### config.mk
export PLATFORM = sky130hd
export DESIGN_NAME = uart_time_sender
export DESIGN_NICKNAME = d
export VERILOG_FILES = /design/src/rtl/uart_pkg.sv /design/src/rtl/uart_time_sender_bin2ascii2.sv /design/src/rtl/uart_time_sender.sv
export SDC_FILE = /design/constraint.sdc
export NUM_CORES = 1
export LEC_CHECK = 0
export CAP_MARGIN = 0
export CORE_MARGIN = 10
export CORE_UTILIZATION = 59
export CTS_CLUSTER_DIAMETER = 100
export DETAILED_ROUTE_END_ITERATION = 16
export PLACE_DENSITY = 0.85
export SLEW_MARGIN = 20
export SYNTH_ARGS = -nofsm -noshare
export SYNTH_HDL_FRONTEND = slang
export SYNTH_SLANG_ARGS = --single-unit
### constraint.sdc
create_clock -name clk -period 10.9 [get_ports clk]
set_input_delay 2.18 -clock clk [delete_from_list [all_inputs] [get_ports clk]]
set_output_delay 2.18 -clock clk [all_outputs]
set_load 0.02 [all_outputs]
### src/rtl/uart_pkg.sv
// Shared definitions for the UART client blocks: ASCII codes, message
// lengths and the time-sender state encoding.
package uart_pkg;

    localparam logic [7:0] ASCII_ZERO  = 8'h30;
    localparam logic [7:0] ASCII_CR    = 8'h0D;
    localparam logic [7:0] ASCII_LF    = 8'h0A;
    localparam logic [7:0] ASCII_COLON = 8'h3A;

    localparam int MSG_LEN_CRLF = 10;
    localparam int MSG_LEN_BARE = 8;

    typedef enum logic [1:0] {
        IDLE   = 2'd0,
        SEND   = 2'd1,
        WAIT   = 2'd2,
        FINISH = 2'd3
    } tx_state_e;

    // Index of the final byte of a message, as a 4-bit byte index.
    function automatic logic [3:0] msg_last_idx(input bit with_crlf);
        return with_crlf ? 4'(MSG_LEN_CRLF - 1) : 4'(MSG_LEN_BARE - 1);
    endfunction

endpackage

### src/rtl/uart_time_sender_bin2ascii2.sv
// Two-digit decimal ASCII encoder for a 6-bit binary value (0..63).
// Values above 59 are encoded literally; no clamping.
module bin2ascii2
    import uart_pkg::*;
(
    input  logic [5:0] bin_i,
    output logic [7:0] tens_o,
    output logic [7:0] ones_o
);

    logic [5:0] tens_v;
    logic [5:0] ones_v;

    // Constant-divisor split into decimal digits.
    always_comb begin
        tens_v = bin_i / 6'd10;
        ones_v = bin_i - (tens_v * 6'd10);
        tens_o = ASCII_ZERO + {2'b00, tens_v};
        ones_o = ASCII_ZERO + {2'b00, ones_v};
    end

endmodule

### src/rtl/uart_time_sender.sv
// Sends a frozen snapshot of the watch time as "HH:MM:SS" (optionally
// followed by CR LF) through the uart_controller byte handshake.
//
// state  | meaning
// IDLE   | waiting for send_req; snapshot captured on acceptance
// SEND   | byte idx ready; launches it once the transmitter is free
// WAIT   | byte launched; waiting for the transmitter's tx_done
// FINISH | last byte done; pulses done and releases busy
module uart_time_sender
    import uart_pkg::*;
#(
    parameter bit         SEND_CRLF = 1'b1,
    parameter logic [7:0] SEP_CHAR  = 8'h3A
)
(
    input  logic       clk,
    input  logic       rst,
    input  logic       send_req,
    input  logic [4:0] i_hour,
    input  logic [5:0] i_min,
    input  logic [5:0] i_sec,
    input  logic       tx_busy,
    input  logic       tx_done,
    output logic       tx_start,
    output logic [7:0] tx_din,
    output logic       busy,
    output logic       done
);

    localparam logic [3:0] LAST_IDX = msg_last_idx(SEND_CRLF);

    tx_state_e  state_q;
    logic [3:0] idx_q;
    logic [4:0] hour_q;
    logic [5:0] min_q;
    logic [5:0] sec_q;
    logic       tx_start_q;
    logic [7:0] tx_din_q;
    logic       busy_q;
    logic       done_q;

    logic [7:0] hour_tens, hour_ones;
    logic [7:0] min_tens,  min_ones;
    logic [7:0] sec_tens,  sec_ones;
    logic [7:0] tx_din_d;

    bin2ascii2 u_hour_enc (
        .bin_i  ({1'b0, hour_q}),
        .tens_o (hour_tens),
        .ones_o (hour_ones)
    );

    bin2ascii2 u_min_enc (
        .bin_i  (min_q),
        .tens_o (min_tens),
        .ones_o (min_ones)
    );

    bin2ascii2 u_sec_enc (
        .bin_i  (sec_q),
        .tens_o (sec_tens),
        .ones_o (sec_ones)
    );

    // Select the message byte at idx from the snapshot encodings.
    always_comb begin
        tx_din_d = 8'h00;
        case (idx_q)
            4'd0:    tx_din_d = hour_tens;
            4'd1:    tx_din_d = hour_ones;
            4'd2:    tx_din_d = SEP_CHAR;
            4'd3:    tx_din_d = min_tens;
            4'd4:    tx_din_d = min_ones;
            4'd5:    tx_din_d = SEP_CHAR;
            4'd6:    tx_din_d = sec_tens;
            4'd7:    tx_din_d = sec_ones;
            4'd8:    tx_din_d = ASCII_CR;
            4'd9:    tx_din_d = ASCII_LF;
            default: tx_din_d = 8'h00;
        endcase
    end

    // Message sequencer with registered handshake outputs.
    always_ff @(posedge clk or posedge rst) begin
        if (rst) begin
            state_q    <= IDLE;
            idx_q      <= 4'd0;
            hour_q     <= 5'd0;
            min_q      <= 6'd0;
            sec_q      <= 6'd0;
            tx_start_q <= 1'b0;
            tx_din_q   <= 8'h00;
            busy_q     <= 1'b0;
            done_q     <= 1'b0;
        end else begin
            tx_start_q <= 1'b0;
            done_q     <= 1'b0;
            case (state_q)
                IDLE: begin
                    if (send_req) begin
                        hour_q  <= i_hour;
                        min_q   <= i_min;
                        sec_q   <= i_sec;
                        idx_q   <= 4'd0;
                        busy_q  <= 1'b1;
                        state_q <= SEND;
                    end
                end
                SEND: begin
                    if (!tx_busy) begin
                        tx_start_q <= 1'b1;
                        tx_din_q   <= tx_din_d;
                        state_q    <= WAIT;
                    end
                end
                WAIT: begin
                    // A done seen alongside our own launch strobe belongs to
                    // the previous byte, so it is discarded.
                    if (tx_done && !tx_start_q) begin
                        if (idx_q == LAST_IDX) begin
                            state_q <= FINISH;
                        end else begin
                            idx_q   <= idx_q + 4'd1;
                            state_q <= SEND;
                        end
                    end
                end
                FINISH: begin
                    done_q  <= 1'b1;
                    busy_q  <= 1'b0;
                    state_q <= IDLE;
                end
                default: state_q <= IDLE;
            endcase
        end
    end

    assign tx_start = tx_start_q;
    assign tx_din   = tx_din_q;
    assign busy     = busy_q;
    assign done     = done_q;

endmodule
=== After elaboration in Yosys (flattened, before gate mapping) ===
Cells that the tools add are included.

* Input bits: 22
* RAM bits: 0
* Memory bits (read-only): 0
* Memories: 0
* Register bits: 34
* Bits in latches: 0

* Bitwise logic cells: 1
* Muxes and demuxes: 15
* Div/mod/pow operators: 3
* Equality and inequality tests: 16
* Multipliers: 3
* Reductions and logical operators: 12
* Shift-type cells: 0
* $add $sub $neg: 10
* Order comparisons: 0

{| class="wikitable"
|+ Operators with widths
! cell !! number
|-
| $pmux 8 s9 || 1
|-
| $add 6x6->7 const A || 6
|-
| $mul 6x3->5 const B || 3
|-
| $eq 4x3->1 const B || 4
|-
| $div 6x4->6 const B || 2
|-
| $mux 4 || 3
|-
| $sub 6x6->6 || 2
|-
| $eq 4x2->1 const B || 2
|-
| $eq 4x4->1 const B || 2
|-
| $mux 2 || 4
|-
| $ne 2x2->1 const B || 4
|-
| $pmux 2 s4 || 1
|-
| $pmux 4 s2 || 1
|-
| $div 5x4->6 const B || 1
|-
| $reduce_and 2->1 || 3
|-
| $sub 5x6->6 || 1
|-
| $add 4x1->4 const B || 1
|-
| $eq 2x2->1 const B || 2
|-
| $eq 4x1->1 const B || 1
|-
| $logic_not 4->1 || 1
|-
| $mux 1 || 4
|-
| $reduce_and 4->1 || 1
|-
| $reduce_bool 2->1 || 2
|-
| $reduce_and 3->1 || 1
|-
| other kinds (7) || 7
|}

=== Logic depth before layout (Yosys ltp) ===
Gate-level depths: netlist of run 1.

* Word-level depth: 5
* Mapped depth: 22

=== Cells and area by module ===
Synthesis of run 1 repeated with hierarchy kept, for this count alone.

* Cells, all modules: 351
* Area, all modules: 2919.0 sq um

{| class="wikitable"
|+ Modules (own cells, without submodules)
! module !! seq. area each (sq um) !! cells an instance !! area an instance (sq um) !! instances
|-
| uart_time_sender || 850.8 || 207 || 1853.0 || 1
|-
| bin2ascii2 || 0.0 || 48 || 355.3 || 3
|}

=== Worst setup path before layout of run 1 ===
Ideal clock, no wire load.

* Kind: reg-to-reg
* Start point: reg min_q[3]
* End point: reg tx_din_q[5] (netlist: tx_din[5])
* Data required time: 10780 ps
* Library setup time: 120 ps
* Data arrival time: 3574 ps
* Clock period less this slack: 3695 ps
* Path slack: 7205 ps
* Stages on the path, launching flop included: 23
* Path through: dfrtp_1 -> buf_2 -> nor2_1 -> o21ai_0 -> a22o_1 -> inv_1 -> ha_1 -> nor2b_1 -> nor3b_1 -> o31a_1 -> a21o_1 -> ha_1 -> inv_1 -> ha_1 -> a21o_1 -> a21oi_1 -> xnor2_1 -> o22ai_1 -> a21oi_1 -> ha_1 -> nor2_1 -> o21ai_0 -> nand2_1

* Cells in the longest elaborated chain, start to end: 5
* Elaborated cells on any way between the ends: 6
* Classes of those cells: 3 x add/sub; 1 x mul; 1 x div; 1 x mux

{| class="wikitable"
|+ Ends and longest elaborated chain
! item !! line !! text
|-
| from (decl) || uart_time_sender.sv:35 || <nowiki>logic [5:0] min_q;</nowiki>
|-
| from (signal assigned) || uart_time_sender.sv:102 || <nowiki>min_q <= i_min;</nowiki>
|-
| $div 6x4->6 || uart_time_sender_bin2ascii2.sv:16 || <nowiki>tens_v = bin_i / 6'd10;</nowiki>
|-
| $mul 6x3->5 || uart_time_sender_bin2ascii2.sv:17 || <nowiki>ones_v = bin_i - (tens_v * 6'd10);</nowiki>
|-
| $sub 6x6->6 || uart_time_sender_bin2ascii2.sv:17 ||
|-
| $add 6x6->7 || uart_time_sender_bin2ascii2.sv:19 || <nowiki>ones_o = ASCII_ZERO + {2'b00, ones_v};</nowiki>
|-
| $pmux 8 s9 (*) || uart_time_sender.sv:68 || <nowiki>case (idx_q)</nowiki>
|-
| to (signal assigned) || uart_time_sender.sv:112 || <nowiki>tx_din_q <= tx_din_d;</nowiki>
|-
| to (decl) || uart_time_sender.sv:38 || <nowiki>logic [7:0] tx_din_q;</nowiki>
|}

Every way passes the cells marked *; elsewhere a longest branch is shown, timed or not.
A chain may end at the register's enable or synchronous reset.

=== Worst setup path in the final report of run 1 ===
* Start point: reg min_q[2]
* End point: reg tx_din_q[5] (netlist: tx_din[5])

The elaborated chain is that of the path after synthesis.

==> results, run 1 <==
- For the worst setup path, the data required time is 11080 ps.
- The total area inside the core boundary comes to 0.00397 mm².
- The sum of net half-perimeters after detailed placement is 3840 µm.
- The worst relative slew slack is 64.6%.
- The final-report setup violation count is 0.
- The global-route wire length before repair is 8760 µm.
- The most repeated library cell on the critical path is ha_1.
- Input and output buffers added on the ports amount to 31.
- The later-pin clock latency in the skew report is 290 ps.
- The type of element capturing the critical path is a register.
- The critical-path maximum fanout is 9.
- At the pin with the least slew margin, the transition time is 530 ps.
- The overall die area is 0.00700 mm².
- The DRC violations left is 0.
- The dominant combinational cell family by area after synthesis is compound AO/OA/AOI/OAI gates.
- The number of antenna diodes in the final layout is 0.
- The proportion of register bits with asynchronous set or reset after synthesis is 100%.
- The x dimension of the die is 83.7 µm.
- The number of enable-type register cells in the synthesized netlist is 0.
- Clock-pin slew was measured on the worst setup and hold paths at 70 ps.
- The global-route usage over all layers is 14.5%.
- The critical path is of the reg -> reg type.
- The area growth from synthesis to final layout is 17.4%.
- The clock group share of total power is 8.6%.
- Summed over all failing endpoints, the final setup total negative slack is 0 ps.
- In the finished design, the share of the clock period the worst path needs comes to 38.0%.
- The worst setup slack before clock tree synthesis is 6790 ps.
- The buffering stage count on the worst path with inverters included is 2.
- Wires add up to 5020 µm.
- The average wire per standard cell is 14.7 µm.
- The cell class contributing the biggest share of worst-path delay is compound AO/OA/AOI/OAI gates.
- The basic-gate share of the synthesized area counting and, or, nand and nor cells is 14.7%.
- The standard cell with the maximum stage delay on the critical path is dfrtp_1.
- The mean number of vias per cell is 5.77.
- The floorplan step set the die height to 83.7 µm.
- The sum of overflow across all layers after global routing is 0.
- When the netlist entered floorplanning its net count stood at 310.
- Summing the areas of all xor and xnor instances in the mapped netlist gives 4.76% of the synthesized area.
- The final worst slack is 6750 ps.
- The compound-gate portion of the synthesized area is 18.9%.
- The number of distinct library cells after synthesis is 50.
- The clock tree from TritonCTS is built.
- The share of the Yosys chip area taken by registers is 34.5%.
- STA puts the critical path data arrival time at 4330 ps.
- Measured on the finished design, the core utilization comes to 70.7%.
- The tree built by TritonCTS fans out to 33 sinks.
- Combinational logic burns 67.8% of the power.
- The synthesized-area fraction occupied by adder cells is 13.5%.
- At the end of routability-driven placement, the weighted congestion stood at 0.858.
- The final layout contains 337 nets.
- The maximum count of clock buffers along a single path is 2.
- The total power divided by cell area is 369 mW/mm².
- The run finished with clean final reports.
- The count of H-tree levels built during CTS is 2.
- The multiplexer share of the synthesized area is 7.37%.
- Setup slack on the worst reg-to-reg path comes out at 6750 ps.
- Setup repair after global routing left no endpoint under its margin.
- In the synthesized netlist the dominant register cell turns out to be dfrtp_1.
- Once the clock tree was built, the setup fixing pass inserted 0 buffers.
- The overall power is 1.04 mW.
- Across the VDD grid, the largest voltage drop is 0.271 mV.
- The fraction of final layout cells with drive strength greater than 1 is 8.90%.
- Post-CTS repair changed the size of 0 cells.
- The Yosys step of the flow raised 0 warnings.
- The initial antenna violation count is 0.
- Registers are responsible for 23.6% of the overall power.
- The synthesized area per cell is 9.06 µm².
- The highest achievable clock rate is 241 MHz.
- The site row count is 23.
- The largest single stage delay on the critical path is 520 ps.
- The path type of the worst min-delay path is reg -> reg.
- The cell area that synthesis handed to floorplanning was 0.00239 mm².
- Max-cap violations in this run came to 0.
- 33 I/O pins were placed.
- The placed cell count is 334.
- Counting the buffers created by CTS gives 5.
- After layout, the minimum clock period comes to 4150 ps.
- The element type at the critical path start is a register.
- The count of final max-slew check failures is 0.
- Entering global routing, the biggest net connects 34 pins.
- The tree is rooted in a clkbuf_8.
- In this run, synthesis produced a sequential element count of 33.
- The internal power of the cells totals 0.557 mW.
- Once the floorplan was initialized, standard cells occupied 60.2% of the core.
- For this design the static power due to leakage is 1.26 nW.
- The final number of hold-violating endpoints was 0.
- In this run, the number of DRC markers left after iteration 0 of detailed routing was 210.
- The routed layout has 1972 vias.
- The number of global-route vias before repair is 1946.
- The final cell count without fillers is 342.
- Net switching is 46.3% of the power.
- The detail route stage leaves a number of antenna-violating nets equal to 0.
- The instance count of the mapped netlist is 264.
- Traced cell by cell, the critical path runs through nor2_1, o21ai_0, a22o_1, inv_1, ha_1, nor2b_1, nor3b_1, o31a_1, a21o_1, ha_1, inv_1, ha_1, a21o_1, a21oi_1, xnor2_1, o22ai_1, a21oi_1, ha_1, nor2_1, o21ai_0, nand2_1.
- The analysis attributes to net switching a power of 0.480 mW.
- Hold repair after CTS inserted 0 buffers.
- For this run, the detailed router's first-pass iteration total came to 4.
- The post-route clock skew is 8.51 ps.
metal layers:
layer | share of wire, % | wire (µm) | global-route usage [%] | vias to the layer above
li1 | - | - | - | 979
met1 | 44 | 2230 | 17.5 | 922
met3 | 7.1 | 356 | 4.20 | 7
met5 | 0 | 0 | 0 | -
met4 | 1.2 | 59 | 4.72 | 0
met2 | 47 | 2380 | 24.1 | 64
path summary, 6_finish.rpt:
path / start / to / cells past startpoint
worst min register to register: tx_din[5] / tx_din[5] / 2
worst max-delay path: min_q[2] / tx_din[5] / 21
worst max register to register: min_q[2] / tx_din[5] / 21
min in group asynchronous: rst / sec_q[2] / 3
max in group asynchronous: rst / min_q[3] / 3
worst min-delay path: tx_din[5] / tx_din[5] / 2
power by group through the flow:
stage               Sequential (mW)  Clock, mW  Combinational [mW]
detailed placement            0.246          0               0.697
global placement              0.244          0               0.673
floorplan                     0.240          0               0.532
global route                  0.257     0.0962               0.784
CTS                           0.244     0.0909               0.703
finish                        0.245     0.0888               0.703
worst register-to-register path, cell delays in order, from the launching register on:
cell     delay (ps)
dfrtp_1         520
nor2_1           90
o21ai_0         150
a22o_1          210
inv_1            90
ha_1            300
nor2b_1         240
nor3b_1          80
o31a_1          330
a21o_1          190
ha_1            280
inv_1            40
ha_1            310
a21o_1          200
a21oi_1         160
xnor2_1          90
o22ai_1         180
a21oi_1          70
ha_1            280
nor2_1           40
o21ai_0         130
nand2_1          60
cell type report:
cell class / count / area [µm²]
Clock buffer: 6 / 72.6
Clock inverter: 2 / 10.0
Fill cell: 322 / 1160
Inverter: 24 / 90.1
Multi-Input combinational cell: 194 / 1420
Sequential cell: 33 / 826
Tap cell: 50 / 62.6
Timing Repair Buffer: 33 / 325
stage by stage:
stage / cell area, µm² / hold WS, ps
after CTS: 2810 / 480
after global routing: 2810 / 502
after global placement: 2730 / 450
after floorplan: 2390 / 472
after detailed placement: 2730 / 464
final: 2810 / 473
synthesized netlist by cell type, types with 2 or more instances:
| master | n | area share, % |
|---|---|---|
| dfrtp_1 | 33 | 35 |
| inv_1 | 23 | 3.6 |
| ha_1 | 21 | 11 |
| nand2_1 | 21 | 3.3 |
| o21ai_0 | 18 | 3.8 |
| nor2_1 | 17 | 2.7 |
| a21oi_1 | 13 | 2.7 |
| mux2_2 | 13 | 6.1 |
| clkbuf_1 | 10 | 1.6 |
| xor2_1 | 8 | 2.9 |
| nand2b_1 | 7 | 1.8 |
| nand3_1 | 7 | 1.5 |
| a21o_1 | 6 | 1.9 |
| nor2b_1 | 6 | 1.6 |
| xnor2_1 | 5 | 1.8 |
| a31oi_1 | 4 | 1.0 |
| o22ai_1 | 4 | 1.0 |
| fa_1 | 3 | 2.5 |
| mux2i_1 | 3 | 1.3 |
| nor3b_1 | 3 | 0.94 |
| o211ai_1 | 3 | 0.94 |
| a22o_1 | 2 | 0.73 |
| a311oi_1 | 2 | 0.73 |
| and3_1 | 2 | 0.52 |
| buf_2 | 2 | 0.42 |
| o21a_1 | 2 | 0.63 |
| o21ai_1 | 2 | 0.42 |
| o21bai_1 | 2 | 0.63 |
state kept, by name (all words and copies together) (netlist names):
name      count
tx_din        7
min_q         6
sec_q         6
hour_q        5
idx_q         4
state_q       2
busy          1
done          1
tx_start      1
cells in the final DEF (no fill, tap or decap), drive strengths merged, types with 2 or more instances in the layout:
| cell type | count |
|---|---|
| buf | 2 |
| nand3 | 7 |
| o22ai | 4 |
| clkbuf | 6 |
| and3 | 2 |
| nand2 | 21 |
| clkinv | 2 |
| o21ai | 20 |
| ha | 21 |
| clkdlybuf4s50 | 31 |
| xnor2 | 5 |
| o21a | 2 |
| xor2 | 8 |
| dfrtp | 33 |
| nand2b | 7 |
| a311oi | 2 |
| o21bai | 2 |
| a21o | 6 |
| a22o | 2 |
| a31oi | 4 |
| a21oi | 14 |
| nor3b | 4 |
| o211ai | 3 |
| nor2 | 17 |
| mux2i | 3 |
| inv | 24 |
| mux2 | 13 |
| nor2b | 6 |
| fa | 3 |
logic make-up (layout without fill, tap and decap cells):
logic type,count (synthesis),in the layout
multiplexers,16,16
adder cells (fa/ha/maj),24,24
flip-flops,33,33
buffers and inverters,37,65
AND/OR/NAND/NOR,71,71
other,1,1
AO/OA/AOI/OAI,69,69
XOR/XNOR,13,13
Note: power is estimated with default switching activity, not from simulation.
==> run 2, diff against run 1 <==
--- a/config.mk
+++ b/config.mk
@@ -7,10 +7,10 @@
 export LEC_CHECK = 0
 export CAP_MARGIN = 0
 export CORE_MARGIN = 10
-export CORE_UTILIZATION = 59
+export CORE_UTILIZATION = 55
 export CTS_CLUSTER_DIAMETER = 100
 export DETAILED_ROUTE_END_ITERATION = 16
-export PLACE_DENSITY = 0.85
+export PLACE_DENSITY = 0.8
 export SLEW_MARGIN = 20
 export SYNTH_ARGS = -nofsm -noshare
 export SYNTH_HDL_FRONTEND = slang
==> constraint.sdc (replaced) <==
create_clock -name clk -period 4.2 [get_ports clk]
set_input_delay 0.84 -clock clk [delete_from_list [all_inputs] [get_ports clk]]
set_output_delay 0.84 -clock clk [all_outputs]
set_load 0.02 [all_outputs]
==> run 2 against run 1 <==
  * Combinational power rose to 2.7 times the previous value
  * Count of clock-buffer cells in the layout is 1 higher
  * Setup slack lost 6500 ps
  * Core utilization fell by 0.71 points
  * Maximum frequency up 3.9%
  * Clock skew fell by 3.8 ps
  * Non-clock buffer count grew 6
  * First-iteration DRC count decreased by 10%
  * Die area is 5.5% higher
  * Flip-flop and latch count is the same
  * Critical path type unchanged
==> results, run 2 (synthesized netlist as in run 1, its figures left out) <==
- In this run the worst setup path terminates at tx_din[5].
- The count of H-tree levels built during CTS is 2 (unchanged).
- The overall die area is 0.00739 mm² (+5.5%).
- The placed cell count is 334 (unchanged).
- The total power divided by cell area was 969 mW/mm² (+160%).
- The part of the cycle the worst path needs came to 95.1% (+57 points).
- The total area of multi-input combinational cells came to 0.00143 mm² (+0.44%).
- The number of global-route vias before repair is 1886 (-3.1%).
- The hold buffer count at CTS is 0 (unchanged).
- The reg-to-reg endpoint is tx_din[5].
- The worst hold path begins at tx_din[6].
- The post-route clock skew came to 4.76 ps (-3.75 ps).
- The final standard cell area without fillers came to 0.00288 mm² (+2.6%).
- The worst setup slack before clock tree synthesis is 219 ps (-6570 ps).
- The global-route wire length before repair is 8670 µm (-1.0%).
- The clock slew seen by the registers of the worst setup and hold paths was 70 ps (about the same).
- The launching instance or port of the critical path is min_q[4].
- TritonCTS built the clock tree.
- The count of final max-slew check failures is 0 (unchanged).
- The peak per-stage delay on the critical path came to 470 ps (-50 ps).
- The number of max-cap violations was 0 (unchanged).
- The number of flip-flops under the largest register name is 7 (unchanged).
- The top cell types in the final layout, fill and taps aside, are 31 x dfrtp_1, 31 x clkdlybuf4s50_1, 23 x inv_1, 21 x nand2_1, 21 x ha_1.
- In this run the critical register-to-register path is launched from min_q[4].
- The global-route usage over all layers came to 14.1% (-0.46 points).
- The mean number of vias per cell is 5.77 (about the same).
- The overall power is 2.79 mW (+170%).
- The maximum vdd ir drop was 0.661 mV (+140%).
- The buffering stage count on the worst path with inverters included is 2 (unchanged).
- The critical path in this run is classified as reg -> reg.
- The number of inserted diodes is 0 (unchanged).
- The number of vias after detailed routing was 2008 (+1.8%).
- The total area of sequential cells is 828 µm² (+0.30%).
- The sum of overflow across all layers after global routing was 0 (unchanged).
- The data arrival time of the critical path is 4170 ps (-160 ps).
- The detailed-route wire length was 5260 µm (+4.6%).
- The measured slew at the worst slew-check pin is 522 ps (-8.25 ps).
- The post-route antenna net violation count is 0 (unchanged).
- The starting utilization of the core area is 58.1% (-2.1 points).
- The critical path required time is 4380 ps (-6700 ps).
- Clock tree synthesis selected as its root buffer the cell clkbuf_8.
- The final cell count without fillers came to 348 (+1.8%).
- The worst setup path is launched from a register.
- The number of buffers added on ports is 31 (unchanged).
- The final-report setup violation count is 0 (unchanged).
- The area growth from synthesis to final layout is 20.4%.
- The instance count on the critical path was 20 (-4.8%).
- The number of filler cells placed in the layout is 316 (-1.9%).
- The fraction of the core area covered by cells at the end of the flow is 70.0% (-0.71 points).
- The reg-to-reg setup timing slack is 210 ps (-6550 ps).
- For this design, the slowest cell found on the critical path is dfrtp_1.
- The worst relative slew slack is 65.2% (+0.55 points).
- The final weighted congestion of routability-driven global placement is 0.856 (-0.23%).
- The maximum count of clock buffers along a single path was 2 (unchanged).
- The signal on the critical path passes through nor2_1, a22o_1, inv_1, ha_1, nor2b_2, nor3b_1, o31a_1, a21o_1, ha_1, inv_1, ha_1, a21o_1, a21oi_1, xnor2_1, o22ai_1, a21oi_1, ha_1, nor2_1, o21ai_0, nand2_1.
- The total CTS buffers came to 5 (unchanged).
- The pin count of the biggest net entering global routing is 34 (unchanged).
- The path type of the worst min-delay path is reg -> reg.
- The fraction of final layout cells with drive strength greater than 1 is 12.4% (+3.5 points).
- The height of the chip is 86.0 µm (+2.7%).
- The x dimension of the die is 86.0 µm (+2.7%).
- The depth of the most critical reg-to-reg path came to 20 (-4.8%).
- The initial antenna violation count is 0 (unchanged).
- The count of pins on the block boundary is 33 (unchanged).
- The static power due to leakage is 1.30 nW (+3.0%).
- The critical-path maximum fanout is 8 (-1).
- The DRC violations left is 0 (unchanged).
- The final number of hold-violating endpoints was 0 (unchanged).
- The iteration-0 DRC count of the detailed router is 188 (-10%).
- The cell that appears most often on the critical path is ha_1.
- The number of clock sinks is 33 (unchanged).
- The core area is 0.00412 mm² (+3.6%).
- The minimum period implied by the final worst setup slack is 3990 ps (-154 ps).
- The flow ran to the end, and the final reports show no timing, DRC or antenna violations.
- The later-pin clock latency in the skew report is 280 ps (about the same).
- The site row count is 23 (unchanged).
- The type of element capturing the critical path is a register.
- The length of the first detailed-routing pass in iterations is 6 (+2).
- The final net count is 343 (+1.8%).
- The cell class contributing the biggest share of worst-path delay is compound AO/OA/AOI/OAI gates.
- The final worst slack is 207 ps (-6550 ps).
- The average wire per standard cell is 15.1 µm (+2.8%).
- The standard cell area after detailed placement is 0.00273 mm² (unchanged).
- The sum of net half-perimeters after detailed placement is 3780 µm (-1.6%).
- The highest achievable clock rate is 250 MHz (+3.9%).
[run 2: layer usage]
layer	global-route usage (%)	vias up	share of wire, %
li1	-	983	-
met1	18.4	940	45
met2	21.8	78	47
met3	4.16	7	6.2
met4	3.89	0	1.2
met5	0	-	0
[run 2: worst min path at each step]
stage	endpoint	slack, ps	cells after the start
floorplan	sec_q[0]	470	1
finish	tx_din[6]	480	2
detailed placement	tx_din[6]	470	2
global route	tx_din[6]	520	2
CTS	tx_din[6]	490	2
global placement	tx_din[5]	460	2
[run 2: layout make-up]
cell class,instances,area share [%]
clock buffers,7,3.34
multi-input cells,194,49.6
clock inverters,1,0.174
repair buffers,39,12.9
inverters,24,3.13
flip-flops and latches,33,28.8
well taps,50,2.17
[run 2: worst min-delay path: stages, from the launching register on]
cell and delay (ps):
dfrtp_1 350, nand2_1 50, o31ai_1 50
[run 2: power by group]
group | internal [mW] | switching, mW | leakage (nW)
Clock | 0.148 | 0.116 | 0.0542
Sequential | 0.464 | 0.171 | 0.402
Combinational | 0.908 | 0.985 | 0.841
[run 2: through the flow]
stage	setup TNS (ps)	hold slack, ps
global route	-49.1	525
detailed placement	0	471
floorplan	0	472
finish	0	479
global placement	0	461
CTS	0	487
[run 2: repair_timing]
action	in CTS	in global routing
setup endpoints to repair	0	2
resized for setup	0	5
setup buffers	0	6
